**config.mk**
```make
export PLATFORM = sky130hd
export DESIGN_NAME = stack_unit
export DESIGN_NICKNAME = d
export VERILOG_FILES = /design/src/rtl/stack_pkg.sv /design/src/rtl/stack_ptr.sv /design/src/rtl/stack_unit.sv
export SDC_FILE = /design/constraint.sdc
export NUM_CORES = 1
export LEC_CHECK = 0
export ABC_CLOCK_PERIOD_IN_PS = 3500
export BUFFER_PORTS_ARGS = -buffer_cell sky130_fd_sc_hd__buf_2
export CORE_ASPECT_RATIO = 0.5
export CORE_MARGIN = 2
export CORE_UTILIZATION = 45
export DETAILED_ROUTE_END_ITERATION = 10
export PLACE_DENSITY = 0.74
export SLEW_MARGIN = 20
export SYNTH_ARGS = -nofsm -noshare
export SYNTH_HDL_FRONTEND = slang
export SYNTH_HIERARCHICAL = 1
export SYNTH_SLANG_ARGS = --single-unit
```
**constraint.sdc**
```tcl
create_clock -name clk -period 3.5 [get_ports clk]
set_input_delay 0.875 -clock clk [delete_from_list [all_inputs] [get_ports clk]]
set_output_delay 0.875 -clock clk [all_outputs]
set_load 0.1 [all_outputs]
```
**src/rtl/stack_pkg.sv**
```systemverilog
// stack_pkg: shared widths, default geometry and FSM encoding for stack_unit.
`default_nettype none

package stack_pkg;

  localparam int ADDR_W            = 5;
  localparam int DATA_W            = 8;
  localparam int CNT_W             = 4;
  localparam int STACK_BASE_DEF    = 16;
  localparam int STACK_DEPTH_DEF   = 8;

  typedef enum logic [2:0] {
    ST_IDLE    = 3'd0,
    ST_WRITE   = 3'd1,
    ST_READ    = 3'd2,
    ST_CAPTURE = 3'd3,
    ST_DONE    = 3'd4
  } state_t;

endpackage

`default_nettype wire

```
**src/rtl/stack_ptr.sv**
```systemverilog
// stack_ptr: occupancy counter (doubles as the stack pointer).
// It saturates at 0 and DEPTH and has a synchronous active-low clear.
`default_nettype none

module stack_ptr
  import stack_pkg::*;
#(
  parameter int DEPTH = STACK_DEPTH_DEF
) (
  input  logic             clk,
  input  logic             rst,
  input  logic             inc_i,
  input  logic             dec_i,
  output logic [CNT_W-1:0] count_o,
  output logic             empty_o,
  output logic             full_o
);

  localparam logic [CNT_W-1:0] DEPTH_C = CNT_W'(DEPTH);

  logic [CNT_W-1:0] count_q;
  logic [CNT_W-1:0] count_d;

  always_comb begin
    count_d = count_q;
    if (inc_i && !dec_i && (count_q != DEPTH_C)) begin
      count_d = count_q + 1'b1;
    end else if (dec_i && !inc_i && (count_q != '0)) begin
      count_d = count_q - 1'b1;
    end
  end

  always_ff @(posedge clk) begin
    if (!rst) begin
      count_q <= '0;
    end else begin
      count_q <= count_d;
    end
  end

  assign count_o = count_q;
  assign empty_o = (count_q == '0);
  assign full_o  = (count_q == DEPTH_C);

endmodule

`default_nettype wire

```
**src/rtl/stack_unit.sv**
```systemverilog
// stack_unit: push/pop/tos sequencer in front of the 32x8 data memory.
// It drives registered address/writeData, captures readData into popData and pulses done.
`default_nettype none

module stack_unit
  import stack_pkg::*;
#(
  parameter int STACK_BASE  = STACK_BASE_DEF,
  parameter int STACK_DEPTH = STACK_DEPTH_DEF
) (
  input  logic              clk,
  input  logic              rst,
  input  logic              push,
  input  logic              pop,
  input  logic              tos,
  input  logic [DATA_W-1:0] pushData,
  output logic              ready,
  output logic              done,
  output logic              err,
  output logic [DATA_W-1:0] popData,
  output logic [CNT_W-1:0]  count,
  output logic              empty,
  output logic              full,
  output logic              memread,
  output logic              memwrite,
  output logic [ADDR_W-1:0] address,
  output logic [DATA_W-1:0] writeData,
  input  logic [DATA_W-1:0] readData
);

  localparam logic [ADDR_W-1:0] BASE_ADDR = ADDR_W'(STACK_BASE);

  state_t            state_q, state_d;
  logic              err_q, err_d;
  logic              is_pop_q, is_pop_d;
  logic [ADDR_W-1:0] address_q, address_d;
  logic [DATA_W-1:0] wdata_q, wdata_d;
  logic [DATA_W-1:0] popdata_q, popdata_d;
  logic              inc, dec;
  logic [2:0]        cmd;

  assign cmd = {push, pop, tos};

  stack_ptr #(
    .DEPTH (STACK_DEPTH)
  ) u_ptr (
    .clk     (clk),
    .rst     (rst),
    .inc_i   (inc),
    .dec_i   (dec),
    .count_o (count),
    .empty_o (empty),
    .full_o  (full)
  );

  always_comb begin
    state_d   = state_q;
    err_d     = err_q;
    is_pop_d  = is_pop_q;
    address_d = address_q;
    wdata_d   = wdata_q;
    popdata_d = popdata_q;
    inc       = 1'b0;
    dec       = 1'b0;
    case (state_q)
      ST_IDLE: begin
        if (cmd != 3'b000) begin
          if ((cmd == 3'b100) && !full) begin
            wdata_d   = pushData;
            address_d = BASE_ADDR + ADDR_W'(count);
            state_d   = ST_WRITE;
          end else if (((cmd == 3'b010) || (cmd == 3'b001)) && !empty) begin
            is_pop_d  = pop;
            address_d = BASE_ADDR + ADDR_W'(count) - 1'b1;
            state_d   = ST_READ;
          end else begin
            // Illegal command: no memory access, straight to the done pulse.
            err_d   = 1'b1;
            state_d = ST_DONE;
          end
        end
      end
      ST_WRITE: begin
        inc     = 1'b1;
        state_d = ST_DONE;
      end
      ST_READ: begin
        state_d = ST_CAPTURE;
      end
      ST_CAPTURE: begin
        popdata_d = readData;
        dec       = is_pop_q;
        state_d   = ST_DONE;
      end
      ST_DONE: begin
        err_d   = 1'b0;
        state_d = ST_IDLE;
      end
      default: begin
        state_d = ST_IDLE;
      end
    endcase
  end

  always_ff @(posedge clk) begin
    if (!rst) begin
      state_q   <= ST_IDLE;
      err_q     <= 1'b0;
      is_pop_q  <= 1'b0;
      address_q <= '0;
      wdata_q   <= '0;
      popdata_q <= '0;
    end else begin
      state_q   <= state_d;
      err_q     <= err_d;
      is_pop_q  <= is_pop_d;
      address_q <= address_d;
      wdata_q   <= wdata_d;
      popdata_q <= popdata_d;
    end
  end

  assign ready     = (state_q == ST_IDLE);
  assign done      = (state_q == ST_DONE);
  assign err       = (state_q == ST_DONE) && err_q;
  assign memwrite  = (state_q == ST_WRITE);
  assign memread   = (state_q == ST_READ) || (state_q == ST_CAPTURE);
  assign address   = address_q;
  assign writeData = wdata_q;
  assign popData   = popdata_q;

endmodule

`default_nettype wire

```
Word-level counts from Yosys, hierarchy flattened
Index checks and enable logic that the tools add are counted.

Word-level logic and storage cells: 63. Memories: 0. Flip-flop bits (word level): 30. Bits in read-only memories: 0. Output and inout port bits: 32. Memory bits (writable): 0. Latch bits: 0.

Muxes and demuxes: 14. Reduce and logical (&&, ||, !) cells: 25. Equal/unequal tests: 12. Bitwise operators: 1. Shift-type cells: 0. Add/sub/neg operators: 4. Div/mod/pow operators: 0. $mul: 0. Magnitude comparators: 0.

Operator list (number): 2-to-1 mux 5 bit (2); == test 3 x 2 -> 1 bit, second input constant (3); 2-to-1 mux 3 bit (3); one-hot mux 3 bit (3 select lines) (1); 2-to-1 mux 4 bit (2); AND reduction 4 bit (2); logical AND 1 bit (7); == test 3 x 1 -> 1 bit, second input constant (2); == test 3 bit, second input constant (2); AND reduction 3 bit (2); nonzero test 2 bit (3); adder 5 x 4 -> 5 bit, first input constant (1); 2-to-1 mux 1 bit (5); subtractor 5 x 1 -> 5 bit, second input constant (1); adder 4 x 1 -> 4 bit, second input constant (1); == test 4 bit, second input constant (1); zero test 1 bit (4); zero test 4 bit (1); != test 2 bit, second input constant (2); != test 4 bit, second input constant (1); nonzero test 4 bit (1); subtractor 4 x 1 -> 4 bit, second input constant (1); zero test 3 bit (1); nonzero test 3 bit (1); other kinds (5) (6).

Longest topological paths before layout
Gate-level depths: netlist of run 1.

Depth after elaboration: 7. Mapped depth: 10.

Cells and area by module
The synthesis of run 1 kept the hierarchy.

Modules (own cells, without submodules): stack_unit (cells each 126, instances 1, area an instance 1124.8 um2, sequential area each 520.5 um2); stack_ptr (cells each 31, instances 1, area an instance 292.8 um2, sequential area each 80.1 um2).

Worst setup path after synthesis of run 1
No wires, ideal clock.

Path type: reg-to-reg. Start point: reg u_ptr.count_q[0], in the netlist u_ptr/count_o[0]. End point: reg address_q[1], in the netlist address[1]. Required time: 3.370 ns. Clock period less this slack: 4.903 ns. Arrival time: 4.774 ns. Setup slack: -1.403 ns. Cell stages (with the launch flop): 6. Cell sequence: dfxtp_1 -> nor4_1 -> or4b_4 -> a31oi_4 -> o2111ai_1 -> o21ai_0.

Word-level cells in the longest chain between the ends: 5.

Ends and longest elaborated chain: from (decl) (line stack_ptr.sv:21) `logic [CNT_W-1:0] count_q;`; from (signal assigned) (line stack_ptr.sv:37) `count_q <= count_d;`; zero test 4 bit (line stack_ptr.sv:42) `assign empty_o = (count_q == '0);`; net empty (line stack_unit.sv:22) `output logic empty,`; zero test 1 bit (line stack_unit.sv:72) `end else if (((cmd == 3'b010) || (cmd == 3'b001)) && !empty) begin`; logical AND 1 bit (line stack_unit.sv:72); nonzero test 2 bit (no line); AND reduction 3 bit (no line); to (signal assigned) (line stack_unit.sv:117) `address_q <= address_d;`; to (decl) (line stack_unit.sv:36) `logic [ADDR_W-1:0] address_q, address_d;`.

The timed path passes the listed nets, and every way through them passes these cells. The select of a mux whose other input is x is not followed. A chain may end at the register's enable or synchronous reset.

Worst setup path after layout of run 1
Start point: reg state_q[1]. End point: reg u_ptr.count_q[3], in the netlist u_ptr/count_o[3].

Word-level cells in the longest chain between the ends: 6.

Ends and longest elaborated chain: from (decl) (line stack_unit.sv:33) `state_t state_q, state_d;`; from (signal assigned) (line stack_unit.sv:114) `state_q <= state_d;`; == test 3 x 2 -> 1 bit * (line stack_unit.sv:65) `case (state_q)`; 2-to-1 mux 1 bit * (line stack_unit.sv:65); net dec (line stack_unit.sv:39) `logic inc, dec;`; zero test 1 bit (line stack_ptr.sv:26) `if (inc_i && !dec_i && (count_q != DEPTH_C)) begin`; logical AND 1 bit (2 in a row) (line stack_ptr.sv:26); 2-to-1 mux 4 bit / nonzero test 2 bit (equally long branches).

The timed path passes the listed nets; every way through them passes the cells marked *.

==> summary.txt, run 1 <==
met2 usage - 0.300
CTS tree - done
Netlist cell types - 35
routing usage on met3 - 0.0610
Core ar. - 3000 µm²
Post-CTS Setup Bufs - 0
H-tree levels - 2
crit-path max cell delay - 0.47 ns
Worst Path Max Fanout - 9
Hold Vio Cnt, Final - 0
antenna-violating nets left - 0
max-cap check violation count - 0
initial antenna violation count - 0
FF-to-FF Start - state_q[1]$_SDFFE_PN0P_
Layout Nets - 236
number of buffers created by CTS - 5
Synth async-reset ratio - 0
Syn Inst Count - 157
sw frac - 0.303
post-route minimum period - 2.82 ns
Sink Count - 30
post-synth top area cell - dfxtp_1
Post-Layout Cell Count - 252
leakage power - 0.000843 µW
Final Skew - 0.00272 ns
GRT met1 Usage - 0.236
Area contributors post-synth - dfxtp_1, mux2i_1, nor2_1, a21oi_1, xnor2_1
pwr/cell area - 425 nW/µm²
Sw Pwr - 235 µW
antenna diode count - 0
drc violations - 0
EDFF count, synth - 0
register bit total from synthesis - 30
I/O pin count - 53
Crit path required time - 3.67 ns
Die Y - 43.7 µm
Final Max Slew Viols - 0
port buffer count - 52
Worst-Skew Late Latency - 0.28 ns
fmax - 355 MHz
grt total ovfl - 0
DRT Pass-1 Iters - 4
P_int - 540 µW
Commonest cells post-synth - dfxtp_1, nor2_1, nand2_1
die area - 3640 µm²
DR vias - 1296
Comb power frac - 0.180
crit path launch type - flip-flop
synthesized cell area - 1420 µm²
measured slew at the worst slew-check pin - 0.628 ns
Placed Cells - 244
post-synthesis sequential area ratio - 0.424
post-detail-place hpwl - 2.28 mm
syn nets - 182
placer congestion estimate - 0.776
Total Wirelength - 3.12 mm
cell with the most instances after synthesis - dfxtp_1
routed len/inst - 12.4 µm
hold buffer count at CTS - 0
clock share of power - 0.359
worst vdd ir - 0.198 mV
largest net degree at the start of global routing - 22
Starting Density - 0.473
hold_sp - writeData[4]$_SDFFE_PN0P_
Yosys warnings - 6
critical path arrival - 2.99 ns
Max clock buf depth - 2
post-CTS resize count - 0
width of the die - 83.4 µm
Setup CP Type - flip-flop to flip-flop
Synth Flop Type - dfxtp_1
RSZ-0062 raised after global routing - no
CP endpoint kind - flip-flop
Hold Crit Class - flip-flop to flip-flop
layout cells sized above 1 - 0.335
worst-path cell chain - nand3b_1 -> nor2_1 -> and2b_1 -> nand2b_1 -> ha_1 -> a21o_2 -> a21oi_1 -> mux4_2 -> and2_1
Worst Setup SP - state_q[1]$_SDFFE_PN0P_
sequential power share - 0.461
status - completed
CTS clock-pin slew for the worst setup and hold paths - 0.06 ns
CP max-delay cell - dfxtp_1
Worst Hold Slack - 0.452 ns
first-pass GRT wire length - 5.28 mm
synthesis-to-finish area growth - 28.7%
fin crit share - 0.806
# rows - 14
root buffer cell - clkbuf_8
gr usage total - 0.185
Slew headroom - 0.581
Vias per Instance - 5.14
number of global-route vias before repair - 1219
Avg Cell Area, Syn - 9.03 µm²
Synth top area share - 0.424
Iteration-0 DRC Markers - 58
Setup Viol. Count Final - 0
most used routing layer - met2
[final timing paths]
check,to,slack [ns],depth (start not counted)
worst max-delay path,u_ptr/count_o[3]$_SDFFE_PN0P_,0.68,9
worst min-delay path,writeData[4]$_SDFFE_PN0P_,0.45,2
worst max register to register,u_ptr/count_o[3]$_SDFFE_PN0P_,0.68,9
worst min register to register,writeData[4]$_SDFFE_PN0P_,0.45,2
[cell usage in the layout (no fill, tap or decap), types with 2 or more instances in the layout]
cell / instances
nor3_1: 2
and2_1: 3
ha_1: 3
buf_2: 52
a21oi_1: 13
o31ai_1: 2
nand2b_1: 5
clkbuf_8: 6
dfxtp_1: 30
nor2_1: 18
nand2_1: 15
nand3b_1: 2
or4b_4: 2
mux2i_1: 9
xnor2_1: 7
nand3_1: 10
inv_1: 6
o21ai_0: 2
a211oi_1: 3
nor3b_2: 2
[power by group through the flow]
stage,sequential [µW],combinational [µW],clock [µW]
floorplan,408,66.6,0
global placement,364,139,0
detailed placement,365,140,0
CTS,357,141,287
global route,359,149,304
finish,357,140,278
[kinds of logic (layout without fill, tap and decap cells)]
logic type                 count (synthesis)  in the layout  synth area share
AOI/OAI and AO/OA                         24             24             0.113
xor gates and xnor gates                   8              8            0.0494
and+or+nand+nor                           69             69             0.260
muxes                                     10             10            0.0794
buffers and inverters                     12             67            0.0335
adders and majority gates                  4              4            0.0406
DFF                                       30             30             0.424
[flip-flops by register name, summed over array words and instances, names as in the netlist]
signal         cells
u_ptr/count_o      4
is_pop_q           1
err_q              1
state_q            3
writeData          8
popData            8
address            5
[layout make-up]
type / count / area (µm²)
Tap cell: 40 / 50.0
Clock inverter: 1 / 5.00
Inverter: 6 / 22.5
Fill cell: 270 / 1170
Clock buffer: 7 / 86.3
Sequential cell: 30 / 601
Multi-Input combinational cell: 115 / 792
Timing Repair Buffer: 53 / 268
[critical path: cells and delay by family (launching register included)]
family	cells	cell delay, ns
AND/OR/NAND/NOR	5	1.31
flip-flops	1	0.47
AO/OA/AOI/OAI	2	0.38
multiplexers	1	0.30
adder cells (fa/ha/maj)	1	0.25
[per-layer routing]
| metal | wire [µm] | vias to the layer above |
|---|---|---|
| li1 | - | 654 |
| met1 | 1440 | 599 |
| met2 | 1440 | 36 |
| met3 | 203 | 7 |
| met4 | 40 | 0 |
| met5 | 0 | - |
[through the flow]
| step | total power, µW | utilization | worst slack, ns | setup TNS (ns) | instance area (µm²) |
|---|---|---|---|---|---|
| after CTS | 785 | 0.609 | 0.726 | 0 | 1820 |
| final | 775 | 0.609 | 0.679 | 0 | 1820 |
| after global routing | 811 | 0.609 | 0.474 | 0 | 1820 |
| after floorplan | 474 | - | -0.0971 | -0.141 | 1430 |
| after global placement | 503 | 0.579 | 0.805 | 0 | 1730 |
| after detailed placement | 505 | 0.579 | 0.724 | 0 | 1730 |
Note: power is estimated with default switching activity, not from simulation.
==> run 2: changes to the inputs <==
ABC_CLOCK_PERIOD_IN_PS = 2400   (was 3500)
CORE_UTILIZATION = 43   (was 45)
clock period = 2.4 ns   (was 3.5 ns; I/O delays follow)
==> run 2 against run 1 <==
  * Non-clock buffer count rose by 1
  * Utilization is 1.4 points higher
  * Hold slack worse by 0.00080 ns
  * Via count is 1.8% lower
  * Worst setup slack got worse by 0.54 ns
  * First-iteration DRC count shrank 55%
  * Clock skew grew 0.0014 ns
  * Global-route usage shrank 0.71 points
  * Cell count up 0.40%
  * Combinational power up 54%
  * Cell area up 4.7%
  * Largest power group unchanged
  * Highest routed layer is now met3
==> summary.txt, run 2 (synthesis results as in run 1) <==
CP Capture Point - ready
first-pass GRT wire length - 5.32 mm
met3 WL - 200 µm
commonest non-fill, non-tap cell in the layout - buf_2
status - completed
pwr/cell area - 632 nW/µm²
largest net degree at the start of global routing - 22
crit path launch type - flip-flop
wl on met1 - 1.56 mm
I/O pin count - 53
RSZ-0062 raised after global routing - no
Starting Density - 0.462
Setup CP Type - flip-flop to output port
grt total ovfl - 0
most frequent cells in the layout - buf_2, dfxtp_1, nor2_1
placer congestion estimate - 0.784
die area - 3800 µm²
initial antenna violation count - 0
placed inst area - 1800 µm²
port buffer count - 52
Total Wirelength - 3.17 mm
Vias per Instance - 5.03
CP endpoint kind - output port
Worst-Skew Late Latency - 0.27 ns
R2R Setup Slk - 0.18 ns
hold buffer count at CTS - 0
Layout Nets - 237
end of the worst register-to-register path - u_ptr/count_o[3]$_SDFFE_PN0P_
Post-Layout Cell Count - 253
max-cap check violation count - 0
routed wl met2 - 1.42 mm
Worst Setup Slack, final - 0.141 ns
FF-to-FF Start - state_q[1]$_SDFFE_PN0P_
Max clock buf depth - 2
CTS tree - done
synthesis-to-finish area growth - 34.7%
Final Max Slew Viols - 0
Worst Path Max Fanout - 11
Sink Count - 30
# rows - 14
Slew headroom - 0.567
CTS clock-pin slew for the worst setup and hold paths - 0.06 ns
leakage power - 0.000873 µW
layout cells sized above 1 - 0.385
post-CTS resize count - 0
final setup TNS - 0 ns
Setup Viol. Count Final - 0
DRT Pass-1 Iters - 4
post-route design area - 1910 µm²
width of the die - 85.2 µm
FF-to-FF path depth - 9
Die Y - 44.6 µm
Core ar. - 3070 µm²
post-detail-place hpwl - 2.37 mm
measured slew at the worst slew-check pin - 0.648 ns
Crit path required time - 1.80 ns
root buffer cell - clkbuf_8
Post-CTS Setup Bufs - 0
Placed Cells - 245
drc violations - 0
Worst Setup SP - state_q[0]$_SDFFE_PN0P_
Post-Place Worst Slack - 0.183 ns
fin crit share - 0.941
antenna-violating nets left - 0
Hold Crit Class - flip-flop to flip-flop
number of buffers created by CTS - 5
number of global-route vias before repair - 1186
gr usage total - 0.178
fmax - 443 MHz
DR vias - 1273
top sig layer - met3
critical path arrival - 1.66 ns
worst vdd ir - 0.426 mV
H-tree levels - 2
post-route minimum period - 2.26 ns
routed len/inst - 12.5 µm
antenna diode count - 0
Hold Vio Cnt, Final - 0
Final Skew - 0.00415 ns
Iteration-0 DRC Markers - 26
-- run 2: cell types whose count changed in the layout (fill, tap and decap cells not counted), sizes merged --
cell    delta
clkinv     -1
clkbuf     +1
buf        +1
-- run 2: critical path, stage by stage, from the launching register on --
cell     delay, ns
dfxtp_4       0.37
or3_1         0.45
inv_1         0.33
buf_12        0.23
-- run 2: layout make-up --
| cell class | count | area [µm²] |
|---|---|---|
| Fill cell | 260 | 1160 |
| Inverter | 6 | 22.5 |
| Timing Repair Buffer | 54 | 290 |
| Tap cell | 40 | 50.0 |
| Multi-Input combinational cell | 115 | 820 |
| Clock buffer | 8 | 110 |
| Sequential cell | 30 | 617 |
-- run 2: worst min path at each step --
| stage | start | end | slack [ns] | cells past startpoint |
|---|---|---|---|---|
| after global placement | writeData[3]$_SDFFE_PN0P_ | writeData[3]$_SDFFE_PN0P_ | 0.44 | 2 |
| after detailed placement | writeData[5]$_SDFFE_PN0P_ | writeData[5]$_SDFFE_PN0P_ | 0.44 | 2 |
| final | writeData[5]$_SDFFE_PN0P_ | writeData[5]$_SDFFE_PN0P_ | 0.45 | 2 |
| after CTS | writeData[5]$_SDFFE_PN0P_ | writeData[5]$_SDFFE_PN0P_ | 0.45 | 2 |
| after global routing | writeData[3]$_SDFFE_PN0P_ | writeData[3]$_SDFFE_PN0P_ | 0.48 | 2 |
| after floorplan | err_q$_SDFFE_PN0P_ | err_q$_SDFFE_PN0P_ | 0.45 | 2 |
-- run 2: routing by layer --
metal | vias to the layer above | track usage
met5 | - | 0
met3 | 0 | 0.0616
met4 | 0 | 0.0381
met1 | 582 | 0.224
li1 | 655 | -
met2 | 36 | 0.302
-- run 2: metrics by stage --
stage	hold WS (ns)	utilization	power, µW
5_1_grt	0.477	0.623	1260
2_1_floorplan	0.450	-	694
3_5_place_dp	0.444	0.587	746
6_report	0.451	0.623	1210
3_3_place_gp	0.439	0.587	743
4_1_cts	0.453	0.623	1220
-- run 2: report_power, final --
group          switching (µW)  internal (µW)
Clock                     184            289
Combinational             161           54.5
Sequential               9.94            509
Total                     354            853
